<file path="src/rtl/bus_downsizer.sv">
// Wide-to-narrow Wishbone bridge: splits one 128-bit pipelined request into
// 32-bit lane transfers for the selected lanes and reassembles the read data.
module bus_downsizer #(
    parameter int unsigned AW      = 28,
    parameter int unsigned LGLANES = 2
) (
    input  logic                  i_clk,
    input  logic                  i_reset,
    input  logic                  i_s_cyc,
    input  logic                  i_s_stb,
    input  logic                  i_s_we,
    input  logic [AW-1:0]         i_s_addr,
    input  logic [127:0]          i_s_data,
    input  logic [15:0]           i_s_sel,
    output logic                  o_s_ack,
    output logic                  o_s_stall,
    output logic                  o_s_err,
    output logic [127:0]          o_s_data,
    output logic                  o_m_cyc,
    output logic                  o_m_stb,
    output logic                  o_m_we,
    output logic [AW+LGLANES-1:0] o_m_addr,
    output logic [31:0]           o_m_data,
    output logic [3:0]            o_m_sel,
    input  logic                  i_m_ack,
    input  logic                  i_m_stall,
    input  logic                  i_m_err,
    input  logic [31:0]           i_m_data
);

    localparam int unsigned NLANES = 1 << LGLANES;
    localparam int unsigned CW     = LGLANES + 1;

    localparam logic [0:0] IDLE = 1'b0;
    localparam logic [0:0] BUSY = 1'b1;

    // Lane 0 occupies the most significant word / sel nibble.
    function automatic logic [NLANES-1:0] sel_mask(input logic [15:0] sel);
        logic [NLANES-1:0] m;
        m = '0;
        for (int l = 0; l < int'(NLANES); l++) begin
            m[l] = |sel[(int'(NLANES) - 1 - l) * 4 +: 4];
        end
        return m;
    endfunction

    function automatic logic [LGLANES-1:0] first_lane(input logic [NLANES-1:0] m);
        logic [LGLANES-1:0] f;
        f = '0;
        for (int l = int'(NLANES) - 1; l >= 0; l--) begin
            if (m[l]) begin
                f = LGLANES'(l);
            end
        end
        return f;
    endfunction

    function automatic logic [NLANES-1:0] lane_bit(input logic [LGLANES-1:0] l);
        return NLANES'(1) << l;
    endfunction

    function automatic logic [CW-1:0] popcount(input logic [NLANES-1:0] m);
        logic [CW-1:0] c;
        c = '0;
        for (int l = 0; l < int'(NLANES); l++) begin
            c = c + CW'(m[l]);
        end
        return c;
    endfunction

    function automatic logic [31:0] lane_word(input logic [127:0] d, input logic [LGLANES-1:0] l);
        int idx;
        idx = int'(NLANES) - 1 - int'(l);
        return d[idx * 32 +: 32];
    endfunction

    function automatic logic [3:0] lane_sel(input logic [15:0] s, input logic [LGLANES-1:0] l);
        int idx;
        idx = int'(NLANES) - 1 - int'(l);
        return s[idx * 4 +: 4];
    endfunction

    function automatic logic [127:0] put_word(input logic [127:0] d, input logic [LGLANES-1:0] l,
                                              input logic [31:0] w);
        logic [127:0] r;
        int idx;
        r   = d;
        idx = int'(NLANES) - 1 - int'(l);
        r[idx * 32 +: 32] = w;
        return r;
    endfunction

    logic [0:0]            state, state_nxt;
    logic [AW-1:0]         req_addr, req_addr_nxt;
    logic [127:0]          req_data, req_data_nxt;
    logic [15:0]           req_sel, req_sel_nxt;
    logic [NLANES-1:0]     issue_mask, issue_mask_nxt;
    logic [NLANES-1:0]     ack_mask, ack_mask_nxt;
    logic [CW-1:0]         issue_cnt, issue_cnt_nxt;
    logic [CW-1:0]         ack_cnt, ack_cnt_nxt;
    logic [CW-1:0]         n_sel, n_sel_nxt;
    logic [127:0]          rdata, rdata_nxt;

    logic                  m_cyc_nxt, m_stb_nxt, m_we_nxt;
    logic [AW+LGLANES-1:0] m_addr_nxt;
    logic [31:0]           m_data_nxt;
    logic [3:0]            m_sel_nxt;
    logic                  s_ack_nxt, s_err_nxt;
    logic [127:0]          s_data_nxt;

    logic [NLANES-1:0]     in_mask;
    logic [NLANES-1:0]     issue_rem;
    logic [LGLANES-1:0]    new_lane;
    logic [LGLANES-1:0]    next_lane;
    logic [LGLANES-1:0]    ack_lane;

    assign o_s_stall = (state == BUSY);

    // Next-state and next-output logic
    always_comb begin
        state_nxt      = state;
        req_addr_nxt   = req_addr;
        req_data_nxt   = req_data;
        req_sel_nxt    = req_sel;
        issue_mask_nxt = issue_mask;
        ack_mask_nxt   = ack_mask;
        issue_cnt_nxt  = issue_cnt;
        ack_cnt_nxt    = ack_cnt;
        n_sel_nxt      = n_sel;
        rdata_nxt      = rdata;
        m_cyc_nxt      = o_m_cyc;
        m_stb_nxt      = o_m_stb;
        m_we_nxt       = o_m_we;
        m_addr_nxt     = o_m_addr;
        m_data_nxt     = o_m_data;
        m_sel_nxt      = o_m_sel;
        s_ack_nxt      = 1'b0;
        s_err_nxt      = 1'b0;
        s_data_nxt     = o_s_data;

        in_mask   = sel_mask(i_s_sel);
        new_lane  = first_lane(in_mask);
        issue_rem = issue_mask & ~lane_bit(first_lane(issue_mask));
        next_lane = first_lane(issue_rem);
        ack_lane  = first_lane(ack_mask);

        case (state)
            IDLE: begin
                if (i_s_cyc && i_s_stb) begin
                    req_addr_nxt = i_s_addr;
                    req_data_nxt = i_s_data;
                    req_sel_nxt  = i_s_sel;
                    m_we_nxt     = i_s_we;
                    if (in_mask == '0) begin
                        s_ack_nxt  = 1'b1;
                        s_data_nxt = '0;
                    end else begin
                        state_nxt      = BUSY;
                        m_cyc_nxt      = 1'b1;
                        m_stb_nxt      = 1'b1;
                        issue_mask_nxt = in_mask;
                        ack_mask_nxt   = in_mask;
                        issue_cnt_nxt  = '0;
                        ack_cnt_nxt    = '0;
                        n_sel_nxt      = popcount(in_mask);
                        rdata_nxt      = '0;
                        m_addr_nxt     = {i_s_addr, new_lane};
                        m_data_nxt     = lane_word(i_s_data, new_lane);
                        m_sel_nxt      = lane_sel(i_s_sel, new_lane);
                    end
                end
            end
            BUSY: begin
                if (!i_s_cyc) begin
                    state_nxt = IDLE;
                    m_cyc_nxt = 1'b0;
                    m_stb_nxt = 1'b0;
                end else if (i_m_err && o_m_cyc) begin
                    state_nxt = IDLE;
                    m_cyc_nxt = 1'b0;
                    m_stb_nxt = 1'b0;
                    s_err_nxt = 1'b1;
                end else begin
                    if (o_m_stb && !i_m_stall) begin
                        issue_mask_nxt = issue_rem;
                        issue_cnt_nxt  = issue_cnt + CW'(1);
                        if (issue_rem == '0) begin
                            m_stb_nxt = 1'b0;
                        end else begin
                            m_addr_nxt = {req_addr, next_lane};
                            m_data_nxt = lane_word(req_data, next_lane);
                            m_sel_nxt  = lane_sel(req_sel, next_lane);
                        end
                    end
                    // Only count acks that answer an already-issued lane
                    if (i_m_ack && o_m_cyc && (ack_cnt < issue_cnt)) begin
                        rdata_nxt    = put_word(rdata, ack_lane, i_m_data);
                        ack_mask_nxt = ack_mask & ~lane_bit(ack_lane);
                        ack_cnt_nxt  = ack_cnt + CW'(1);
                        if (ack_cnt_nxt == n_sel) begin
                            state_nxt  = IDLE;
                            m_cyc_nxt  = 1'b0;
                            m_stb_nxt  = 1'b0;
                            s_ack_nxt  = 1'b1;
                            s_data_nxt = rdata_nxt;
                        end
                    end
                end
            end
            default: begin
                state_nxt = IDLE;
                m_cyc_nxt = 1'b0;
                m_stb_nxt = 1'b0;
            end
        endcase
    end

    // State and output registers
    always_ff @(posedge i_clk) begin
        if (i_reset) begin
            state      <= IDLE;
            req_addr   <= '0;
            req_data   <= '0;
            req_sel    <= '0;
            issue_mask <= '0;
            ack_mask   <= '0;
            issue_cnt  <= '0;
            ack_cnt    <= '0;
            n_sel      <= '0;
            rdata      <= '0;
            o_m_cyc    <= 1'b0;
            o_m_stb    <= 1'b0;
            o_m_we     <= 1'b0;
            o_m_addr   <= '0;
            o_m_data   <= '0;
            o_m_sel    <= '0;
            o_s_ack    <= 1'b0;
            o_s_err    <= 1'b0;
            o_s_data   <= '0;
        end else begin
            state      <= state_nxt;
            req_addr   <= req_addr_nxt;
            req_data   <= req_data_nxt;
            req_sel    <= req_sel_nxt;
            issue_mask <= issue_mask_nxt;
            ack_mask   <= ack_mask_nxt;
            issue_cnt  <= issue_cnt_nxt;
            ack_cnt    <= ack_cnt_nxt;
            n_sel      <= n_sel_nxt;
            rdata      <= rdata_nxt;
            o_m_cyc    <= m_cyc_nxt;
            o_m_stb    <= m_stb_nxt;
            o_m_we     <= m_we_nxt;
            o_m_addr   <= m_addr_nxt;
            o_m_data   <= m_data_nxt;
            o_m_sel    <= m_sel_nxt;
            o_s_ack    <= s_ack_nxt;
            o_s_err    <= s_err_nxt;
            o_s_data   <= s_data_nxt;
        end
    end

endmodule

</file>
<file path="config.mk">
export PLATFORM = sky130hd
export DESIGN_NAME = bus_downsizer
export DESIGN_NICKNAME = d
export VERILOG_FILES = /design/src/rtl/bus_downsizer.sv
export SDC_FILE = /design/constraint.sdc
export NUM_CORES = 1
export LEC_CHECK = 0
export ABC_AREA = 1
export CELL_PAD_IN_SITES_DETAIL_PLACEMENT = 1
export CELL_PAD_IN_SITES_GLOBAL_PLACEMENT = 2
export CORE_AREA = 2 2 222 387
export DETAILED_ROUTE_END_ITERATION = 6
export DIE_AREA = 0 0 224 389
export GPL_TIMING_DRIVEN = 0
export PLACE_DENSITY_LB_ADDON = 0.1
export SETUP_SLACK_MARGIN = 0.5
export SLEW_MARGIN = 20
export SYNTH_ARGS = -nofsm -noshare
export SYNTH_HDL_FRONTEND = slang
export SYNTH_SLANG_ARGS = --single-unit
export TNS_END_PERCENT = 1
</file>
<file path="constraint.sdc">
create_clock -name i_clk -period 2.9 [get_ports i_clk]
set_clock_uncertainty 0.1 [all_clocks]
set_input_delay 0.58 -clock i_clk [delete_from_list [all_inputs] [get_ports i_clk]]
set_output_delay 0.58 -clock i_clk [all_outputs]
set_load 0.01 [all_outputs]
</file>
==> out/qor.yml, run 1 <==
synth_cell_type_count: 36
dpl.hpwl_um: 98700
wl_per_cell_um: 24.2
multiInputGateArea_mm2: 0.0116
route.met3.wl_um: 5180
syn_nets: 3835
crit_path_frequent_cell: "nor2_1"
hold_ws_ns: 0.303
fp.dieH_um: 389
clock_path_buffers: 3
ant_nets: 0
wl_met2_um: 68200
maxSlewViolCount: 0
cp-endpoint: "o_s_data[122]$_SDFFE_PP0P_"
area_delta_synth_final_pct: 35.0
fin_tns_setup_ns: 0
dp_cells: 5093
synth_top_family_by_area: "simple AND/OR/NAND/NOR gates"
p_leak_nw: 14.1
reg2regPathDepth: 6
hold_violations: 0
insertion_delay_ns: 0.65
synthAdderAreaFrac_pct: 0.705
grt_max_degree: 15
clkSinkCount: 517
drv_cap: 0
yosys_warnings: 0
cts-buffers-inserted: 57
drive_gt1_share_pct: 9.60
end_kind: "flip-flop"
clockRootBuffer: "clkbuf_16"
grt_use_total_pct: 28.4
synth_mux_area_share_pct: 0
num_rows: 141
period_minus_slack_ns: 2.51
coreArea_mm2: 0.0842
start_util_pct: 28.7
routed_wl_um: 127000
post-route-period-util_pct: 86.6
met1_length_um: 45800
r2r_start: "o_s_stall$_SDFF_PP0_"
top_layer: "met5"
power.density_mw_per_mm2: 605
grt-ovfl-total: 0
nFillCells: 10500
ios: 412
ys_ff_latch: 517
arrival_ns: 2.95
regArea_mm2: 0.0104
drt-initial-drc-count: 1385
fin_cells: 5225
worstPathMaxFanout: 10
slew_headroom_pct: 36.0
grt_pass1_vias: 27700
place.port_buffers: 411
critical_path_required_ns: 3.34
synth_compound_area_share_pct: 20.3
cp.buffers_inverters: 5
max_freq_mhz: 398
status: "finished clean"
synth-xor-area-share_pct: 0.109
min_path_type: "input pin to flip-flop"
worst_pin_slew_ns: 0.960
yosysSeqAreaShare_pct: 42.9
layout_commonest_cell: "nor2_1"
crit_family: "simple AND/OR/NAND/NOR gates"
clk_pin_slew_ns: 0.06
num_vias: 26300
crit_path_start: "i_s_sel[3]"
power.total_mw: 19.7
cts_tree: "yes"
netlist_area_mm2: 0.0241
gp_congestion: 0.904
vias_per_cell: 5.03
layout_common_cells: "657 x nor2_1, 520 x o21ai_0, 513 x dfxtp_1"
timing.rr.end: "o_m_data[27]$_SDFFE_PP0P_"
syn_avg_cell_area_um2: 6.69
setup_viol: 0
synth_cells: 3610
dieArea_mm2: 0.0871
rsz0062_at_grt: "yes"
cp_cell_sequence: "clkdlybuf4s50_1, nor2_1, nand2_1, inv_2, nand2_4, nor2_8, nand4_4, nand2_8, inv_2, buf_6, buf_6, nor2_1, nor2_1"
critPathSlowestCell: "clkdlybuf4s50_1"
critical_path_class: "input pin to flip-flop"
ir_drop_uv: 526
synthSimpleGateAreaFrac_pct: 25.3
drc: 0
die_w_um: 224
r2r_slack_ns: 0.41
grt_first_pass_wirelength_um: 183000
slowest_delay_ns: 0.51
dr.pass1.iters: 7
final_nets: 4327
cts.htree.levels: 2
crit_cells: 13
antenna_found_initial: 12
startpoint_type: "input pin"
-- through the flow --
stage / instance area [um^2] / util [%] / setup slack [ns]
floorplan: 24100 / - / 0.490
global placement: 29600 / 35.2 / -1.45
detailed placement: 29600 / 35.2 / -1.47
CTS: 32200 / 38.2 / 0.206
global route: 32600 / 38.7 / 0.325
finish: 32600 / 38.7 / 0.388
-- worst register-to-register path: stages, from the launching register on --
cell and delay [ns]:
dfxtp_1 0.47, buf_2 0.48, clkbuf_2 0.45, clkbuf_2 0.41, nand3_1 0.13, nand2_1 0.22, a21oi_1 0.10
-- worst min path at each step --
stage                        startpoint                  endpoint  cells past startpoint  slack [ns]
6_report                    i_s_sel[10]  req_sel[10]$_SDFFE_PP0P_                      3        0.30
5_1_grt                     i_s_sel[10]  req_sel[10]$_SDFFE_PP0P_                      3        0.33
4_1_cts                     i_s_sel[15]  req_sel[15]$_SDFFE_PP0P_                      3        0.32
3_5_place_dp    req_sel[9]$_SDFFE_PP0P_   req_sel[9]$_SDFFE_PP0P_                      2        0.35
3_3_place_gp    req_sel[8]$_SDFFE_PP0P_   req_sel[8]$_SDFFE_PP0P_                      2        0.34
2_1_floorplan  req_sel[10]$_SDFFE_PP0P_  req_sel[10]$_SDFFE_PP0P_                      2        0.33
-- cells in the mapped netlist (all sizes together) --
cell type	count	area share (%)
a21boi	1	0.031
a21oi	372	7.7
a31oi	3	0.078
buf	93	2.1
clkbuf	192	3.0
clkinv	3	0.047
dfxtp	517	43
fa	1	0.083
ha	12	0.62
inv	362	5.6
nand2	457	7.2
nand3	274	5.7
nand3b	34	1.1
nand4	4	0.19
nor2	679	11
nor3	15	0.31
o211ai	7	0.22
o21ai	546	11
o22ai	32	0.83
o31ai	1	0.031
or2	2	0.052
xor2	3	0.11
-- layer usage --
layer / vias to the layer above / track usage (%)
li1: 12600 / -
met1: 12700 / 28.7
met2: 695 / 55.3
met3: 263 / 4.04
met4: 8 / 15.4
met5: - / 0
-- area by class of cell --
type	instances	share of cell area [%]
antenna	6	0.0461
inverter	365	4.25
tap	1072	4.12
multi-input combinational	2444	35.5
timing repair buffer	432	13.3
clock buffer	78	5.02
clock inverter	26	1.09
sequential	517	31.8
buffer	285	4.82
-- power breakdown --
| part | total (mW) | internal, mW | switching (mW) |
|---|---|---|---|
| Sequential | 7.76 | 7.52 | 0.231 |
| Combinational | 3.93 | 1.43 | 2.50 |
| Clock | 8.04 | 4.65 | 3.39 |
-- state kept, by name, indices dropped and copies added (netlist names), 3 cells and up --
register,flops
req_addr,28
o_m_data,32
req_sel,16
o_m_sel,4
rdata,128
o_s_data,128
ack_mask,4
o_m_addr,30
ack_cnt,3
n_sel,3
issue_mask,4
issue_cnt,3
req_data,128
-- repair_timing --
action	4_1_cts	5_1_grt
buffers inserted	14	6
setup endpoints to repair	511	497
pin swaps	11	15
gates cloned	1	1
resized for setup	142	196
hold buffers	0	0
-- kinds of logic after synthesis --
logic type,after synthesis
and+or+nand+nor,1465
AOI/OAI and AO/OA,962
buffers and inverters,650
DFF,517
adders and majority gates,13
xor gates and xnor gates,3
Power figures use the tool's default switching activity.
==> run 2, diff against run 1 <==
Settings changed: CELL_PAD_IN_SITES_DETAIL_PLACEMENT 1 to 0, CELL_PAD_IN_SITES_GLOBAL_PLACEMENT 2 to 1, CORE_AREA 2 2 222 387 to 2 2 194 339, DIE_AREA 0 0 224 389 to 0 0 196 341.
==> out/qor.yml, run 2 (synthesized netlist as in run 1, its figures left out) <==
dp_cells: 4833  # -5.1%
nFillCells: 6787  # -36%
min_path_type: "flip-flop to flip-flop"
post-route-period-util_pct: 85.4  # -1.2 points
critical_path_required_ns: 3.37  # +0.03 ns
worst_pin_slew_ns: 0.965  # +0.00432 ns
drc: 0  # unchanged
fp.dieH_um: 341  # -12%
met1_usage_pct: 31.9  # +3.2 points
power.density_mw_per_mm2: 589  # -2.7%
stdcell_area_mm2: 0.0319  # -1.9%
dpl.hpwl_um: 84900  # -14%
final_nets: 4316  # -0.25%
arrival_ns: 2.95  # about the same
ir_drop_uv: 414  # -21%
insertion_delay_ns: 0.64  # about the same
drive_gt1_share_pct: 9.10  # -0.50 points
num_rows: 123  # -13%
grt_pass1_vias: 25900  # -6.2%
grtUsageMet2_pct: 58.3  # +2.9 points
layout_common_cells: "654 x nor2_1, 521 x o21ai_0, 514 x dfxtp_1"
vias_per_cell: 5.20  # +3.3%
ios: 412  # unchanged
num_vias: 25700  # -2.1%
grt_use_total_pct: 31.8  # +3.4 points
p_leak_nw: 13.9  # -1.3%
dieArea_mm2: 0.0668  # -23%
rsz0062_at_grt: "yes"
dr.pass1.iters: 6  # -1
routed_wl_um: 109000  # -14%
place.port_buffers: 411  # unchanged
fin_cells: 4952  # -5.2%
start_util_pct: 37.7  # +9.0 points
ant_nets: 0  # unchanged
grt_first_pass_wirelength_um: 160000  # -13%
clockRootBuffer: "clkbuf_16"
end_kind: "flip-flop"
antenna_found_initial: 11  # -1
finalWorstSetupSlack_ns: 0.422  # +0.0340 ns
cts_tree: "yes"
top_regs: "o_s_data (128), rdata (128), req_data (128)"
fin_tns_setup_ns: 0  # unchanged
place_ws_ns: -1.35  # +0.125 ns
grt_max_degree: 15  # unchanged
clock_path_buffers: 3  # unchanged
worstPathMaxFanout: 10  # unchanged
area_delta_synth_final_pct: 32.4
max_freq_mhz: 404  # +1.4%
top_usage_layer: "met2"
clkSinkCount: 517  # unchanged
multiInputGateArea_mm2: 0.0116  # -0.17%
status: "finished clean"
period_minus_slack_ns: 2.48  # -0.0340 ns
cts-buffers-inserted: 52  # -8.8%
grt-ovfl-total: 0  # unchanged
critical_path_class: "input pin to flip-flop"
startpoint_type: "input pin"
coreArea_mm2: 0.0640  # -24%
power.total_mw: 18.8  # -4.6%
maxSlewViolCount: 0  # unchanged
cts.htree.levels: 2  # unchanged
place_area_mm2: 0.0293  # -1.1%
slew_headroom_pct: 35.7  # -0.29 points
regArea_mm2: 0.0104  # about the same
hold_violations: 0  # unchanged
grt_util_met3_pct: 4.80  # +0.76 points
layout_commonest_cell: "nor2_1"
die_w_um: 196  # -13%
gp_congestion: 0.959  # +6.0%
drt-initial-drc-count: 1563  # +13%
clk_pin_slew_ns: 0.07  # about the same
setup_viol: 0  # unchanged
wl_per_cell_um: 22.1  # -8.8%
drv_cap: 0  # unchanged
[run 2: worst max-delay path: stages]
cell and delay [ns]:
clkdlybuf4s50_1 0.43, inv_1 0.08, clkbuf_1 0.45, clkbuf_2 0.57, clkbuf_1 0.51, o21ai_0 0.21
nor2_1 0.12
[run 2: path summary, 6_finish.rpt]
check,from,end,slack [ns],cells past startpoint
setup / recovery,i_reset,o_s_data[109]$_SDFFE_PP0P_,0.42,7
setup reg to reg,ack_mask[0]$_SDFFE_PP0P_,rdata[33]$_SDFFE_PP0P_,0.47,15
hold / removal,req_sel[9]$_SDFFE_PP0P_,req_sel[9]$_SDFFE_PP0P_,0.36,2
hold reg to reg,req_sel[9]$_SDFFE_PP0P_,req_sel[9]$_SDFFE_PP0P_,0.36,2
[run 2: cell type report]
class	instances	area share (%)
tap	812	3.18
multi-input combinational	2443	36.2
clock inverter	24	0.909
clock buffer	73	4.73
timing repair buffer	427	13.4
antenna	6	0.0470
sequential	517	32.4
buffer	285	4.87
inverter	365	4.31
[run 2: repair_timing]
action | CTS | global route
setup endpoints to repair | 498 | 479
pin swaps | 18 | 9
hold buffers | 0 | 0
gates resized for setup | 158 | 150
setup buffers | 12 | 4
endpoints found under the hold margin | 0 | 0
[run 2: layer usage]
| metal | part of all wire, % | vias up |
|---|---|---|
| met2 | 50 | 978 |
| met4 | 9.0 | 6 |
| li1 | - | 12600 |
| met5 | 0.037 | - |
| met3 | 5.5 | 351 |
| met1 | 35 | 11800 |
[run 2: through the flow]
stage	hold WS, ns	utilization, %
floorplan	0.330	-
global placement	0.342	45.7
detailed placement	0.347	45.7
CTS	0.342	49.5
global route	0.369	49.9
finish	0.355	49.9
[run 2: power breakdown]
group	leakage, nW	internal, mW	switching [mW]
clock	0.895	4.17	3.19
sequential	4.23	7.52	0.216
combinational	8.78	1.37	2.35
total	13.9	13.1	5.76
